File: config.mk
export PLATFORM = sky130hd
export DESIGN_NAME = motor_cmd_ramp
export DESIGN_NICKNAME = d
export VERILOG_FILES = /design/src/rtl/motor_cmd_ramp.sv
export SDC_FILE = /design/constraint.sdc
export NUM_CORES = 1
export LEC_CHECK = 0
export ABC_AREA = 1
export BUFFER_PORTS_ARGS = -buffer_cell sky130_fd_sc_hd__buf_2
export CAP_MARGIN = 30
export CORE_MARGIN = 1
export CORE_UTILIZATION = 40
export DETAILED_ROUTE_END_ITERATION = 10
export PLACE_DENSITY = 0.65
export SYNTH_ARGS = -nofsm -noshare
export SYNTH_HDL_FRONTEND = slang
export SYNTH_SLANG_ARGS = --single-unit
File: constraint.sdc
create_clock -name clk -period 3.55 [get_ports clk]
set_input_delay 0.1775 -clock clk [delete_from_list [all_inputs] [get_ports clk]]
set_output_delay 0.1775 -clock clk [all_outputs]
set_load 0.02 [all_outputs]
File: src/rtl/motor_cmd_ramp.sv
// motor_cmd_ramp: command front-end for the dc_motor PWM block.
// Ramps the 3-bit psw code one duty level per STEP_TICKS.
// Holds OFF for DWELL_TICKS before any direction reversal.
// Drops straight to OFF while estop is asserted.
module motor_cmd_ramp #(
  parameter int unsigned STEP_TICKS  = 1000,
  parameter int unsigned DWELL_TICKS = 5000,
  parameter int unsigned CNT_W       = 16
) (
  input  logic       clk,
  input  logic       rst_n,
  input  logic       cmd_valid,
  output logic       cmd_ready,
  input  logic [1:0] cmd_level,
  input  logic       cmd_dir,
  input  logic       estop,
  output logic [2:0] psw,
  output logic       at_target
);

  typedef enum logic [2:0] {HOLD, RAMP_UP, RAMP_DOWN, DWELL, ESTOP} state_t;

  localparam logic [CNT_W-1:0] STEP_LAST  = CNT_W'(STEP_TICKS - 1);
  localparam logic [CNT_W-1:0] DWELL_LAST = CNT_W'(DWELL_TICKS - 1);

  state_t           state, state_n, want;
  logic [1:0]       cur_lvl, cur_lvl_n, tgt_lvl, tgt_lvl_n, step_lvl;
  logic             cur_dir, cur_dir_n, tgt_dir, tgt_dir_n;
  logic [CNT_W-1:0] timer, timer_n;
  logic             accept;

  // Where the motor must head next given the present level/direction and target.
  function automatic state_t decide(input logic [1:0] c_lvl, input logic c_dir,
                                    input logic [1:0] t_lvl, input logic t_dir);
    state_t s;
    if (t_lvl != 2'd0 && t_dir != c_dir) s = (c_lvl != 2'd0) ? RAMP_DOWN : DWELL;
    else if (t_lvl > c_lvl)              s = RAMP_UP;
    else if (t_lvl < c_lvl)              s = RAMP_DOWN;
    else                                 s = HOLD;
    return s;
  endfunction

  // Level/direction to dc_motor code; 111 is unreachable since reverse uses L-1.
  function automatic logic [2:0] encode(input logic [1:0] lvl, input logic dir);
    logic [2:0] code;
    if (lvl == 2'd0) code = 3'b000;
    else if (!dir)   code = {1'b0, lvl};
    else             code = {1'b1, lvl - 2'd1};
    return code;
  endfunction

  assign cmd_ready = rst_n & ~estop & (state != ESTOP);
  assign accept    = cmd_valid & cmd_ready;

  // Next-state, target load, ramp stepping and dwell timing.
  always_comb begin
    state_n   = state;
    cur_lvl_n = cur_lvl;
    cur_dir_n = cur_dir;
    tgt_lvl_n = tgt_lvl;
    tgt_dir_n = tgt_dir;
    timer_n   = timer;
    want      = HOLD;
    step_lvl  = cur_lvl;
    if (estop) begin
      state_n   = ESTOP;
      cur_lvl_n = 2'd0;
      timer_n   = '0;
    end else if (state == ESTOP) begin
      // Release: dwell at OFF with a zero target, ending in HOLD.
      tgt_lvl_n = 2'd0;
      timer_n   = '0;
      state_n   = DWELL;
    end else begin
      if (accept) begin
        tgt_lvl_n = cmd_level;
        tgt_dir_n = cmd_dir;
      end
      want = decide(cur_lvl, cur_dir, tgt_lvl_n, tgt_dir_n);
      if (state == DWELL) begin
        if (accept && want != DWELL) begin
          state_n = want;
          timer_n = '0;
        end else if (timer == DWELL_LAST) begin
          timer_n = '0;
          if (tgt_lvl_n == 2'd0) begin
            state_n = HOLD;
          end else begin
            cur_dir_n = tgt_dir_n;
            state_n   = RAMP_UP;
          end
        end else begin
          timer_n = timer + 1'b1;
        end
      end else begin
        state_n = want;
        if (want == RAMP_UP || want == RAMP_DOWN) begin
          if (state == HOLD) begin
            timer_n = '0;
          end else if (timer == STEP_LAST) begin
            // Step first, then re-decide from the new level in the same cycle.
            step_lvl  = (want == RAMP_UP) ? cur_lvl + 2'd1 : cur_lvl - 2'd1;
            cur_lvl_n = step_lvl;
            timer_n   = '0;
            state_n   = decide(step_lvl, cur_dir, tgt_lvl_n, tgt_dir_n);
          end else begin
            timer_n = timer + 1'b1;
          end
        end else if (want == DWELL) begin
          timer_n = '0;
        end
      end
    end
  end

  // State, timer and registered outputs.
  always_ff @(posedge clk) begin
    if (!rst_n) begin
      state     <= HOLD;
      cur_lvl   <= 2'd0;
      cur_dir   <= 1'b0;
      tgt_lvl   <= 2'd0;
      tgt_dir   <= 1'b0;
      timer     <= '0;
      psw       <= 3'b000;
      at_target <= 1'b0;
    end else begin
      state     <= state_n;
      cur_lvl   <= cur_lvl_n;
      cur_dir   <= cur_dir_n;
      tgt_lvl   <= tgt_lvl_n;
      tgt_dir   <= tgt_dir_n;
      timer     <= timer_n;
      psw       <= encode(cur_lvl_n, cur_dir_n);
      at_target <= (state_n == HOLD);
    end
  end

endmodule

---- Yosys cells after proc, flatten, opt, wreduce, memory -nomap -nowiden ----
Cells that the tools add are included.
operators by class
  add/subtract/negate cells ............... 4
  $mul .................................... 0
  divide/modulo/power cells ............... 0
  $lt $le $gt $ge ......................... 4
  equal/unequal tests ..................... 10
  shift-type cells ........................ 0
  muxes and demuxes ....................... 47
  bitwise logic cells ..................... 6
  reduce and logical (&&, ||, !) cells .... 14
operators with widths
  cell                   count
  $mux 16                7
  $mux 2                 17
  $mux 3                 11
  $add 16x1->16 const B  1
  $eq 16x10->1 const B   1
  $eq 16x13->1 const B   1
  $mux 1                 12
  $eq 3x2->1 const B     3
  $logic_not 3->1        2
  $reduce_bool 2->1      3
  $gt 2x2->1             2
  $logic_not 2->1        2
  $lt 2x2->1             2
  $sub 2x1->2 const B    2
  $and 1x1->1            3
  $eq 3x1->1 const B     1
  $eq 3x3->1 const B     1
  $ne 3x2->1 const B     1
  $ne 3x3->1 const B     1
  $not 1->1              3
  $reduce_bool 3->1      1
  $reduce_or 3->1        1
  $add 2x1->2 const B    1
  $logic_and 1x1->1      2
  4 further kinds        4
storage, ports and cells
  bits in registers ....................... 29
  bits in latches ......................... 0
  bits in writable memories ............... 0
  memory bits (read-only) ................. 0
  output and inout port bits .............. 5
  word-level logic and storage cells ...... 93
  memories kept ........................... 0

---- Logic depth before layout (Yosys ltp) ----
Gate-level depths: netlist of run 1.
  depth after elaboration ................. 26
  depth in mapped cells ................... 24
  gate-level depth less buffers ........... 24

---- Worst setup path after synthesis of run 1 ----
OpenSTA, ideal clock, no wires.
  kind .................................... register -> register
  from .................................... register state[0]
  to ...................................... register psw[1]
  library setup time ...................... 0.126 ns
  data arrival time ....................... 2.925 ns
  data required time ...................... 3.424 ns
  path slack .............................. 0.499 ns
  stages on the path, launching flop included .. 23
  path through ............................ dfxtp_1 > nor2_1 > nand2_2 > buf_4 > nand4_1 > nand2_2 > inv_1 > ha_1 > nand2_1 > nand2_1 > nand3_2 > nand2_2 > ha_1 > nor2_1 > nand3_1 > nor2_2 > nand2_1 > a21oi_1 > o21ai_1 > ha_1 > nand3_1 > nand2_1 > a21oi_1
between the ends
  cells in the longest elaborated chain, start to end .. 22
RTL lines
  what                                            RTL line  source
  start, declared                                 26        state_t state, state_n, want;
  start signal, assigned                          128       state <= state_n;
  $ne 3x3->1                                      52        assign cmd_ready = rst_n & ~estop & (state != ESTOP);
  $and 1x1->1                                     52
  $and 1x1->1                                     53        assign accept = cmd_valid & cmd_ready;
  $mux 2                                          75        if (accept) begin
  $mux 2                                          69        end else if (state == ESTOP) begin
  $mux 2                                          65        if (estop) begin
  $lt 2x2->1                                      38        else if (t_lvl < c_lvl) s = RAMP_DOWN;
  $mux 2                                          38
  (+6 left out)                                   -
  $mux 2                                          100       end else if (timer == STEP_LAST) begin
  $mux 2                                          98        if (state == HOLD) begin
  $mux 2                                          97        if (want == RAMP_UP || want == RAMP_DOWN) begin
  $mux 2                                          80        if (state == DWELL) begin
  $mux 2                                          69
  $mux 2                                          65
  $sub 2x1->2 or $logic_not 2->1 (tied branches)  48, 46
  $mux 3 or $reduce_or 2->1 (tied branches)       -
  end signal, assigned                            134       psw <= encode(cur_lvl_n, cur_dir_n);
  end, declared                                   17        output logic [2:0] psw,
Parallel ways exist; a longest one is shown, timed or not. The select of a mux whose other input is x is not followed.
A chain may end at the register's enable or synchronous reset.

---- Worst setup path in the final report of run 1 ----
  from .................................... register state[0]
  to ...................................... register state[0]
between the ends
  cells in the longest elaborated chain, start to end .. 23
RTL lines
  what                              RTL line  source
  $ne 3x3->1                        52
  $and 1x1->1                       52
  $and 1x1->1                       53
  $mux 2                            75
  $mux 2                            69
  $mux 2                            65
  $lt 2x2->1                        38
  $mux 2                            38
  (+7 left out)                     -
  $mux 2 or $mux 1 (tied branches)  37, 36
  $mux 2                            36        if (t_lvl != 2'd0 && t_dir != c_dir) s = (c_lvl != 2'd0) ? RAMP_DOWN : DWELL;
  $mux 3                            100
  $mux 3                            98
  $mux 3                            97
  $mux 3                            80
  $mux 3 (*)                        69
  $mux 3 (*)                        65
Every way passes the cells marked *; elsewhere a longest branch is shown, timed or not. The select of a mux whose other input is x is not followed.

==> results of run 1 <==
==> worst paths after layout <==
path | startpoint | to | depth (start not counted) | slack (ns)
setup / recovery | state[0] | state[0] | 24 | 0.32
hold / removal | rst_n | state[2] | 3 | 0.20
setup reg to reg | state[0] | state[0] | 24 | 0.32
hold reg to reg | tgt_lvl[1] | tgt_lvl[1] | 2 | 0.48
==> metrics by stage <==
step                worst slack, ns  area, µm²  std cells
floorplan                    0.4988       1809        256
global placement             0.3257       1937        320
detailed placement           0.2397       1937        320
CTS                          0.2300       2053        328
global route               0.004338       2101        332
finish                       0.3153       2101        332
==> flip-flops by register name, indices dropped and copies added (netlist names) <==
register / count
timer: 16
psw: 3
state: 3
cur_lvl: 2
tgt_lvl: 2
at_target: 1
cur_dir: 1
tgt_dir: 1
==> synthesized netlist by cell type (5+ instances only) <==
master and number:
sky130_fd_sc_hd__o21ai_1 5, sky130_fd_sc_hd__inv_2 5, sky130_fd_sc_hd__dfxtp_1 29, sky130_fd_sc_hd__ha_1 7
sky130_fd_sc_hd__a21oi_1 11, sky130_fd_sc_hd__nand3_1 24, sky130_fd_sc_hd__nand2_2 8, sky130_fd_sc_hd__nor2_1 25
sky130_fd_sc_hd__inv_1 36, sky130_fd_sc_hd__nor3_1 6, sky130_fd_sc_hd__nand4_1 10, sky130_fd_sc_hd__nand2_1 49
==> what timing repair did <==
action	4_1_cts	5_1_grt
gates resized for setup	0	5
endpoints found under the setup margin	0	5
buffers inserted	0	4
==> final cells by class <==
class                      count  area share, %
multi-input combinational    183          51.22
sequential                    29          27.64
inverter                      43          7.743
timing repair buffer          17          4.765
clock buffer                   7          4.110
tap                           52          3.097
clock inverter                 1          1.429
==> cell usage in the layout (no fill, tap or decap), types with 5 or more instances in the layout <==
cell type / count
sky130_fd_sc_hd__nand2_1: 48
sky130_fd_sc_hd__buf_4: 6
sky130_fd_sc_hd__o21ai_1: 5
sky130_fd_sc_hd__inv_1: 36
sky130_fd_sc_hd__ha_1: 7
sky130_fd_sc_hd__nor2_1: 23
sky130_fd_sc_hd__buf_2: 11
sky130_fd_sc_hd__nand2_2: 9
sky130_fd_sc_hd__clkbuf_8: 6
sky130_fd_sc_hd__inv_2: 5
sky130_fd_sc_hd__a21oi_1: 11
sky130_fd_sc_hd__dfxtp_1: 29
sky130_fd_sc_hd__nand3_1: 23
sky130_fd_sc_hd__nand4_1: 10
sky130_fd_sc_hd__nor3_1: 6
==> kinds of logic (layout without fill, tap and decap cells) <==
| kind of cell | Yosys count | after routing |
|---|---|---|
| buf+inv | 44 | 68 |
| compound gates | 31 | 31 |
| flops | 29 | 29 |
| fa+ha+maj | 7 | 7 |
| xor+xnor | 3 | 3 |
| simple gates | 142 | 142 |
==> critical path: stages (launching register included) <==
cell,delay (ns)
sky130_fd_sc_hd__dfxtp_1,0.32
sky130_fd_sc_hd__nor2_1,0.13
sky130_fd_sc_hd__nand2_2,0.12
sky130_fd_sc_hd__nand3_4,0.11
sky130_fd_sc_hd__nand2_1,0.07
sky130_fd_sc_hd__nand2_2,0.10
sky130_fd_sc_hd__inv_1,0.07
sky130_fd_sc_hd__ha_1,0.28
sky130_fd_sc_hd__nand2_1,0.08
sky130_fd_sc_hd__nand2_2,0.08
sky130_fd_sc_hd__nand3_2,0.09
sky130_fd_sc_hd__nand2_2,0.07
sky130_fd_sc_hd__ha_1,0.23
sky130_fd_sc_hd__xnor2_1,0.14
sky130_fd_sc_hd__ha_1,0.30
sky130_fd_sc_hd__inv_1,0.06
sky130_fd_sc_hd__ha_1,0.29
sky130_fd_sc_hd__nand2_1,0.08
sky130_fd_sc_hd__nand2_1,0.07
sky130_fd_sc_hd__nand3_1,0.08
sky130_fd_sc_hd__nand2_1,0.06
sky130_fd_sc_hd__nand3_1,0.10
sky130_fd_sc_hd__nand2_1,0.06
sky130_fd_sc_hd__nor2_1,0.10
sky130_fd_sc_hd__nor2_1,0.05
==> routing by layer <==
metal | track usage, % | share of wire (%) | up-vias
li1 | - | - | 885
met1 | 25.25 | 51 | 773
met2 | 27.08 | 43 | 30
met3 | 4.942 | 4.6 | 5
met4 | 7.710 | 1.6 | 0
met5 | 0 | 0 | -
==> where the power goes <==
| part | total [mW] | internal [mW] | leakage [nW] | switching, mW |
|---|---|---|---|---|
| clock network | 0.358 | 0.229 | 0.0585 | 0.130 |
| logic | 0.137 | 0.0460 | 0.631 | 0.0909 |
| registers | 0.333 | 0.330 | 0.234 | 0.00292 |
| total | 0.828 | 0.605 | 0.924 | 0.224 |
==> impl_summary.md, run 1 <==
Status
The run finished with clean final reports.

Power
The static leakage is 0.9239 nW. IR analysis of the VDD net gives a maximum drop of 0.2003 mV. After layout, the design draws a total of 0.8282 mW. The power per cell area is 394.2 nW/µm².

Detailed routing
The DRC marker count from the first detailed-route iteration is 68. The total vias in the final route is 1693. In this run the remaining antenna-violating nets after routing total 0.

The residual DRC count is 0. The routed design has 3982 µm of wire. The via count normalized by instance count is 5.099.

The first detailed-routing pass took 4 iterations. In the final routed layout, each cell accounts on average for 11.99 µm.

Global routing
Global routing finished with a remaining overflow of 0. The wire length of the first global-routing pass is 7024 µm. In the global route stage, overall resource usage came out at 18.37%. The via count of the first global-routing pass is 1554. The initial antenna violation count is 0.

Entering global routing, the biggest net connects 10 pins.

Floorplanning
The initialized floorplan defines 24 standard-cell rows. Measured along the x axis, the die boundary spans 69.26 µm. The area of the die is 4796 µm².

The die extent in y is 69.26 µm. The initial core utilization is 41.55%. During I/O placement, the number of pins put on the boundary was 12. The core region area is 4354 µm².

Timing
The worst-margin pin slew is 0.4609 ns. The worst path uses 91.12% of the clock period. The final-report max-slew violation count came to 0. Setup repair after global routing left no endpoint under its margin.

The worst clock skew on the final layout is 0.008416 ns. The number of hold-slack violations in the final timing report is 0. On the final layout, the worst hold slack is 0.2008 ns. The highest achievable clock rate is 309.1 MHz.

The count of final setup violators is 0. For the final routed database, the setup TNS stands at 0 ns. Measured against its own limit, the worst slew margin works out to 68.99%. The minimum clock period is 3.235 ns.

Clocking
The clock tree root driver cell is sky130_fd_sc_hd__clkbuf_8. The number of hold buffers added after CTS was 0. At the later pin of the worst-skew pair, clock insertion delay measures 0.28 ns. TritonCTS built the clock tree. The number of buffers created by CTS is 5. Clock-pin slew was measured on the worst setup and hold paths at 0.06 ns. Counting along the longest clock path gives a buffer depth of 2. CTS saw 29 sinks. CTS built an H-tree with a depth of 2.

Logic synthesis
The mapped netlist covers 1809 µm². The synthesized netlist devotes 1.452% of its cell area to XOR and XNOR gates. Yosys attributes the largest share of cell area to sky130_fd_sc_hd__dfxtp_1 (32%), sky130_fd_sc_hd__nand2_1 (10%), sky130_fd_sc_hd__inv_1 (7.5%). Counting flops with a built-in enable in the synthesized netlist gives 0. The post-synthesis mux area share is 0%. Of the synthesized area, sequential elements account for 32.09%. The count of yosys warnings during synthesis is 0.

The number of nets in the synthesized netlist is 270. The top-area cell type share of the netlist area is 32.09%. The number of distinct library cells after synthesis is 35. The leading register cell type out of synthesis is sky130_fd_sc_hd__dfxtp_1. The post-synthesis share of cell area spent on full adders, half adders and majority gates is 4.841%. The cell count after synthesis is 256. The proportion of register bits with asynchronous set or reset after synthesis is 0%. The register bit total from synthesis is 29. The synthesized netlist devotes 41.36% of its cell area to simple gates. The synthesized area per cell is 7.067 µm². The synthesized design spends more area on one cell type than any other, namely sky130_fd_sc_hd__dfxtp_1. The fraction of the mapped netlist area in compound gates is 10.86%. The largest family of logic cells by synthesized area is simple AND/OR/NAND/NOR gates.

Worst hold path
The path class of the tightest hold or removal check is input pin to register.

Final layout
The number of antenna repair diodes is 0. The area growth from synthesis to layout is 16.11%. The layout has 430 filler cells. The multi-input combinational cells in the finished layout cover a total of 1076 µm². The core occupancy in the finished layout is 48.25%. The fraction of layout instances using a drive strength above 1 is 22.50%.

The footprint of the flip-flops and latches is 580.6 µm². The final layout contains 293 nets.

Critical path
Data on the critical path arrives at its endpoint at 3.41 ns. The biggest fanout along the worst timing path is 6. The worst setup path category is register to register. The worst setup path is launched from a register. The worst setup path is captured at a register.

STA puts the critical path data required time at 3.72 ns.

Placed design
Summed over all nets, the half-perimeter wirelength after detailed placement is 3089 µm. Routability-driven placement finished with a final weighted congestion of 0.9193. Input and output buffers added on the ports amount to 11.

Job
The tool flagged a number of max-cap violations equal to 0.
No activity file was read; power rests on OpenSTA's default activity.
==> run 2: changes to the inputs <==
--- a/config.mk
+++ b/config.mk
@@ -12,6 +12,7 @@
 export CORE_UTILIZATION = 40
 export DETAILED_ROUTE_END_ITERATION = 10
 export PLACE_DENSITY = 0.65
+export SETUP_SLACK_MARGIN = 0.5
 export SYNTH_ARGS = -nofsm -noshare
 export SYNTH_HDL_FRONTEND = slang
 export SYNTH_SLANG_ARGS = --single-unit
==> impl_summary.md, run 2 (same netlist as run 1, synthesis figures left out) <==
Status
Outcome: completed (unchanged).

Critical path
The category of the worst setup path launch point is a register (unchanged). The kind of cell with the highest combined delay on the critical path is simple AND/OR/NAND/NOR gates (unchanged). The launching point of the worst reg2reg path is state[1] (was state[0]). The combined buffer and inverter count along the critical path came to 2 (unchanged). The master of the slowest instance on the critical path is sky130_fd_sc_hd__dfxtp_2 (was sky130_fd_sc_hd__dfxtp_1).

The nature of the critical path endpoint is a register (unchanged). The capturing point of the worst reg2reg path is state[0] (unchanged). The worst endpoint data arrival time is 3.11 ns (was 3.41 ns).

The endpoint required time on the critical path is 3.73 ns (was 3.72 ns). The register-to-register path setup slack is 0.62 ns (was 0.32 ns). The cell repeated most along the worst path is sky130_fd_sc_hd__nand2_1 (unchanged).

The worst reg2reg path depth is 23 (was 24). The delay of the slowest critical-path stage was 0.33 ns (was 0.32 ns). The worst setup path category is register to register (unchanged). List of cells traversed by the critical path: nor2_2, nand2_2, nand3_4, nand2_1, nand2_2, inv_2, ha_4, nand3_1, nand3_2, nand2_4, ha_4, xnor2_1, ha_1, inv_1, ha_1, nand2_1, nand2_1, nand3_1, nand2_1, nand3_2, nand2_1, nor2_1, nor2_1 (was nor2_1, nand2_2, nand3_4, nand2_1, nand2_2, inv_1, ha_1, nand2_1, nand2_2, nand3_2, nand2_2, ha_1, xnor2_1, ha_1, inv_1, ha_1, nand2_1, nand2_1, nand3_1, nand2_1, nand3_1, nand2_1, nor2_1, nor2_1). The biggest fanout along the worst timing path is 3 (was 6).

Detailed routing
The total vias in the final route is 1749 (was 1693). The via count normalized by instance count is 5.175 (was 5.099). The post-detailed-route wirelength per cell is 13.10 µm (was 11.99 µm). The detailed route wirelength on metal2 is 1978 µm (was 1719 µm). The highest metal layer used by the detailed router is met4 (unchanged). The routed length on met3 is 245 µm (was 182 µm). The number of nets with antenna violations after routing is 0 (unchanged).

The wire length reported by the detailed router is 4429 µm (was 3982 µm). The DRC marker count from the first detailed-route iteration is 98 (was 68). The residual DRC count came to 0 (unchanged). The post-route met1 wirelength is 2084 µm (was 2016 µm). The number of iterations in the first detailed-routing pass is 4 (unchanged).

Timing
The number of hold-slack violations in the final timing report is 0 (unchanged). The highest achievable clock rate is 341.2 MHz (was 309.1 MHz). The final worst-path setup slack is 0.6191 ns (was 0.3153 ns).

The accumulated negative setup slack is 0 ns (unchanged). Setup repair after global routing missed its margin: no (unchanged). The worst clock skew on the final layout came to 0.005858 ns (was 0.008416 ns). The worst slew margin relative to its limit was 71.70% (was 68.99%). The minimum clock period is 2.931 ns (was 3.235 ns). The final-report max-slew violation count is 0 (unchanged). The worst-margin pin slew came to 0.4231 ns (was 0.4609 ns). The count of final setup violators is 0 (unchanged). The share of the clock period used by the worst path is 82.56% (was 91.12%).

Clocking
The clock tree root driver cell is sky130_fd_sc_hd__clkbuf_8 (unchanged). The TritonCTS clock tree is done (unchanged). The clock-pin slew reported for the worst setup and hold paths after clock tree synthesis is 0.07 ns (was 0.06 ns). The number of buffers on the longest clock path is 2 (unchanged). The number of levels in the clock H-tree is 2 (unchanged).

The number of sinks driven by the clock tree is 29 (unchanged). The number of buffers created by CTS is 5 (unchanged). The number of buffers inserted for hold repair after clock tree synthesis was 0 (unchanged).

The insertion delay of the later-clocked pin in the worst-skew pair is 0.29 ns (was 0.28 ns).

Global routing
The initial antenna violation count is 0 (unchanged). The wire length of the first global-routing pass is 7155 µm (was 7024 µm). The maximum number of pins on one net before global-route repair is 11 (was 10). The overflow left after global routing is 0 (unchanged). The via count of the first global-routing pass came to 1610 (was 1554). The aggregate global-route resource usage is 18.37% (about the same).

Floorplanning
The core region area is 4354 µm² (unchanged). The top-level I/O count is 12 (unchanged). The width of the die is 69.26 µm (unchanged). The initial core utilization is 41.55% (unchanged). The cell row count came to 24 (unchanged). The area of the die came to 4796 µm² (unchanged). The die extent in y was 69.26 µm (unchanged).

Power
The worst-case vdd ir drop is 0.2225 mV (was 0.2003 mV). The static leakage came to 0.9608 nW (was 0.9239 nW). The power per cell area came to 385.9 nW/µm² (was 394.2 nW/µm²). The total power consumption of the routed design was 0.8586 mW (was 0.8282 mW).

Final layout
The count of filler cells inserted in the layout came to 415 (was 430). The number of antenna repair diodes is 0 (unchanged). The largest register by flop count is timer (unchanged). The multi-input gate area in the final layout is 1154 µm² (was 1076 µm²). The most common library cell in the layout ignoring fill and taps is sky130_fd_sc_hd__nand2_1 (unchanged).

Highest-count cells in the layout ignoring fill and taps: sky130_fd_sc_hd__nand2_1 (46), sky130_fd_sc_hd__inv_1 (35), sky130_fd_sc_hd__dfxtp_1 (28), sky130_fd_sc_hd__nor2_1 (23), sky130_fd_sc_hd__nand3_1 (22) (was sky130_fd_sc_hd__nand2_1 (48), sky130_fd_sc_hd__inv_1 (36), sky130_fd_sc_hd__dfxtp_1 (29), sky130_fd_sc_hd__nor2_1 (23), sky130_fd_sc_hd__nand3_1 (23)). The footprint of the flip-flops and latches was 581.8 µm² (was 580.6 µm²). The fraction of layout instances using a drive strength above 1 is 27.97% (was 22.50%). The number of nets in the finished design is 299 (was 293). The relative area change from synthesis to final layout was 22.96% (was 16.11%). Registers with the most flip-flops: timer (16), psw (3), state (3) (unchanged). The flip-flop count of the largest register, all copies and words added came to 16 (unchanged).

Worst hold path
The terminating pin of the worst hold path is cur_dir (was state[2]). The cell depth of the worst min-delay path was 3 (unchanged). The class of the tightest hold or removal check was input pin to register (unchanged). The hold path startpoint is rst_n (unchanged).

Job
The number of max-cap violations came to 0 (unchanged).

Placed design
The worst slack at placement is 0.2285 ns (was 0.2397 ns). The routability congestion estimate is 0.8979 (was 0.9193). The detailed placement HPWL came to 3042 µm (was 3089 µm). The total of buffers placed on input and output ports is 11 (unchanged).
-- run 2: cell count changes in the layout (fill, tap and decap cells not counted), moves of 2 or more --
cell / previous run / this run
sky130_fd_sc_hd__a21oi_2: 4 / 6
sky130_fd_sc_hd__buf_4: 6 / 12
sky130_fd_sc_hd__nand2_4: 4 / 6
sky130_fd_sc_hd__nand2_1: 48 / 46
sky130_fd_sc_hd__a21oi_1: 11 / 9
sky130_fd_sc_hd__ha_1: 7 / 4
sky130_fd_sc_hd__ha_4: 0 / 2
-- run 2: worst max path at each step --
stage,startpoint,to,slack (ns),depth (start not counted)
after floorplan,state[0],psw[1],0.50,22
after global placement,rst_n,psw[0],0.32,23
after detailed placement,state[0],psw[0],0.23,22
after CTS,state[1],state[0],0.53,24
after global routing,state[2],state[0],0.47,23
final,state[1],state[0],0.62,23
-- run 2: layout make-up --
| cell class | instances | area share [%] |
|---|---|---|
| timing repair buffer | 23 | 6.524 |
| sequential | 29 | 26.15 |
| multi-input combinational | 183 | 51.86 |
| clock inverter | 1 | 1.350 |
| tap | 52 | 2.925 |
| inverter | 43 | 7.312 |
| clock buffer | 7 | 3.881 |
-- run 2: where the power goes --
group | internal (mW) | switching [mW] | leakage, nW | total (mW)
Sequential | 0.330 | 0.00309 | 0.235 | 0.333
Combinational | 0.0611 | 0.102 | 0.668 | 0.163
Clock | 0.229 | 0.133 | 0.0585 | 0.362
Total | 0.620 | 0.239 | 0.961 | 0.859
-- run 2: routing by layer --
| layer | track usage (%) | vias to the layer above |
|---|---|---|
| met3 | 4.215 | 9 |
| li1 | - | 901 |
| met1 | 25.23 | 799 |
| met4 | 8.617 | 0 |
| met2 | 27.18 | 40 |
| met5 | 0 | - |
-- run 2: what timing repair did --
item | CTS | global route
setup endpoints to repair | 8 | 18
gates resized for setup | 5 | 17
pin swaps | 4 | 6
endpoints found under the hold margin | 0 | 0
setup buffers | 5 | 4
-- run 2: through the flow --
stage / instance area [µm²] / instances / util (%) / hold slack (ns)
6_report: 2225 / 338 / 51.09 / 0.2067
4_1_cts: 2113 / 334 / 48.53 / 0.1910
2_1_floorplan: 1813 / 256 / - / 0.3065
5_1_grt: 2225 / 338 / 51.09 / 0.2269
3_3_place_gp: 1944 / 321 / 44.66 / 0.4751
3_5_place_dp: 1944 / 321 / 44.66 / 0.4818
-- run 2: worst register-to-register path, delay by kind of cell (launching register included) --
kind,cells,cell delay [ns]
adders and majority gates,4,1.03
DFF,1,0.33
buffers and inverters,2,0.10
and+or+nand+nor,16,1.26
xor gates and xnor gates,1,0.12
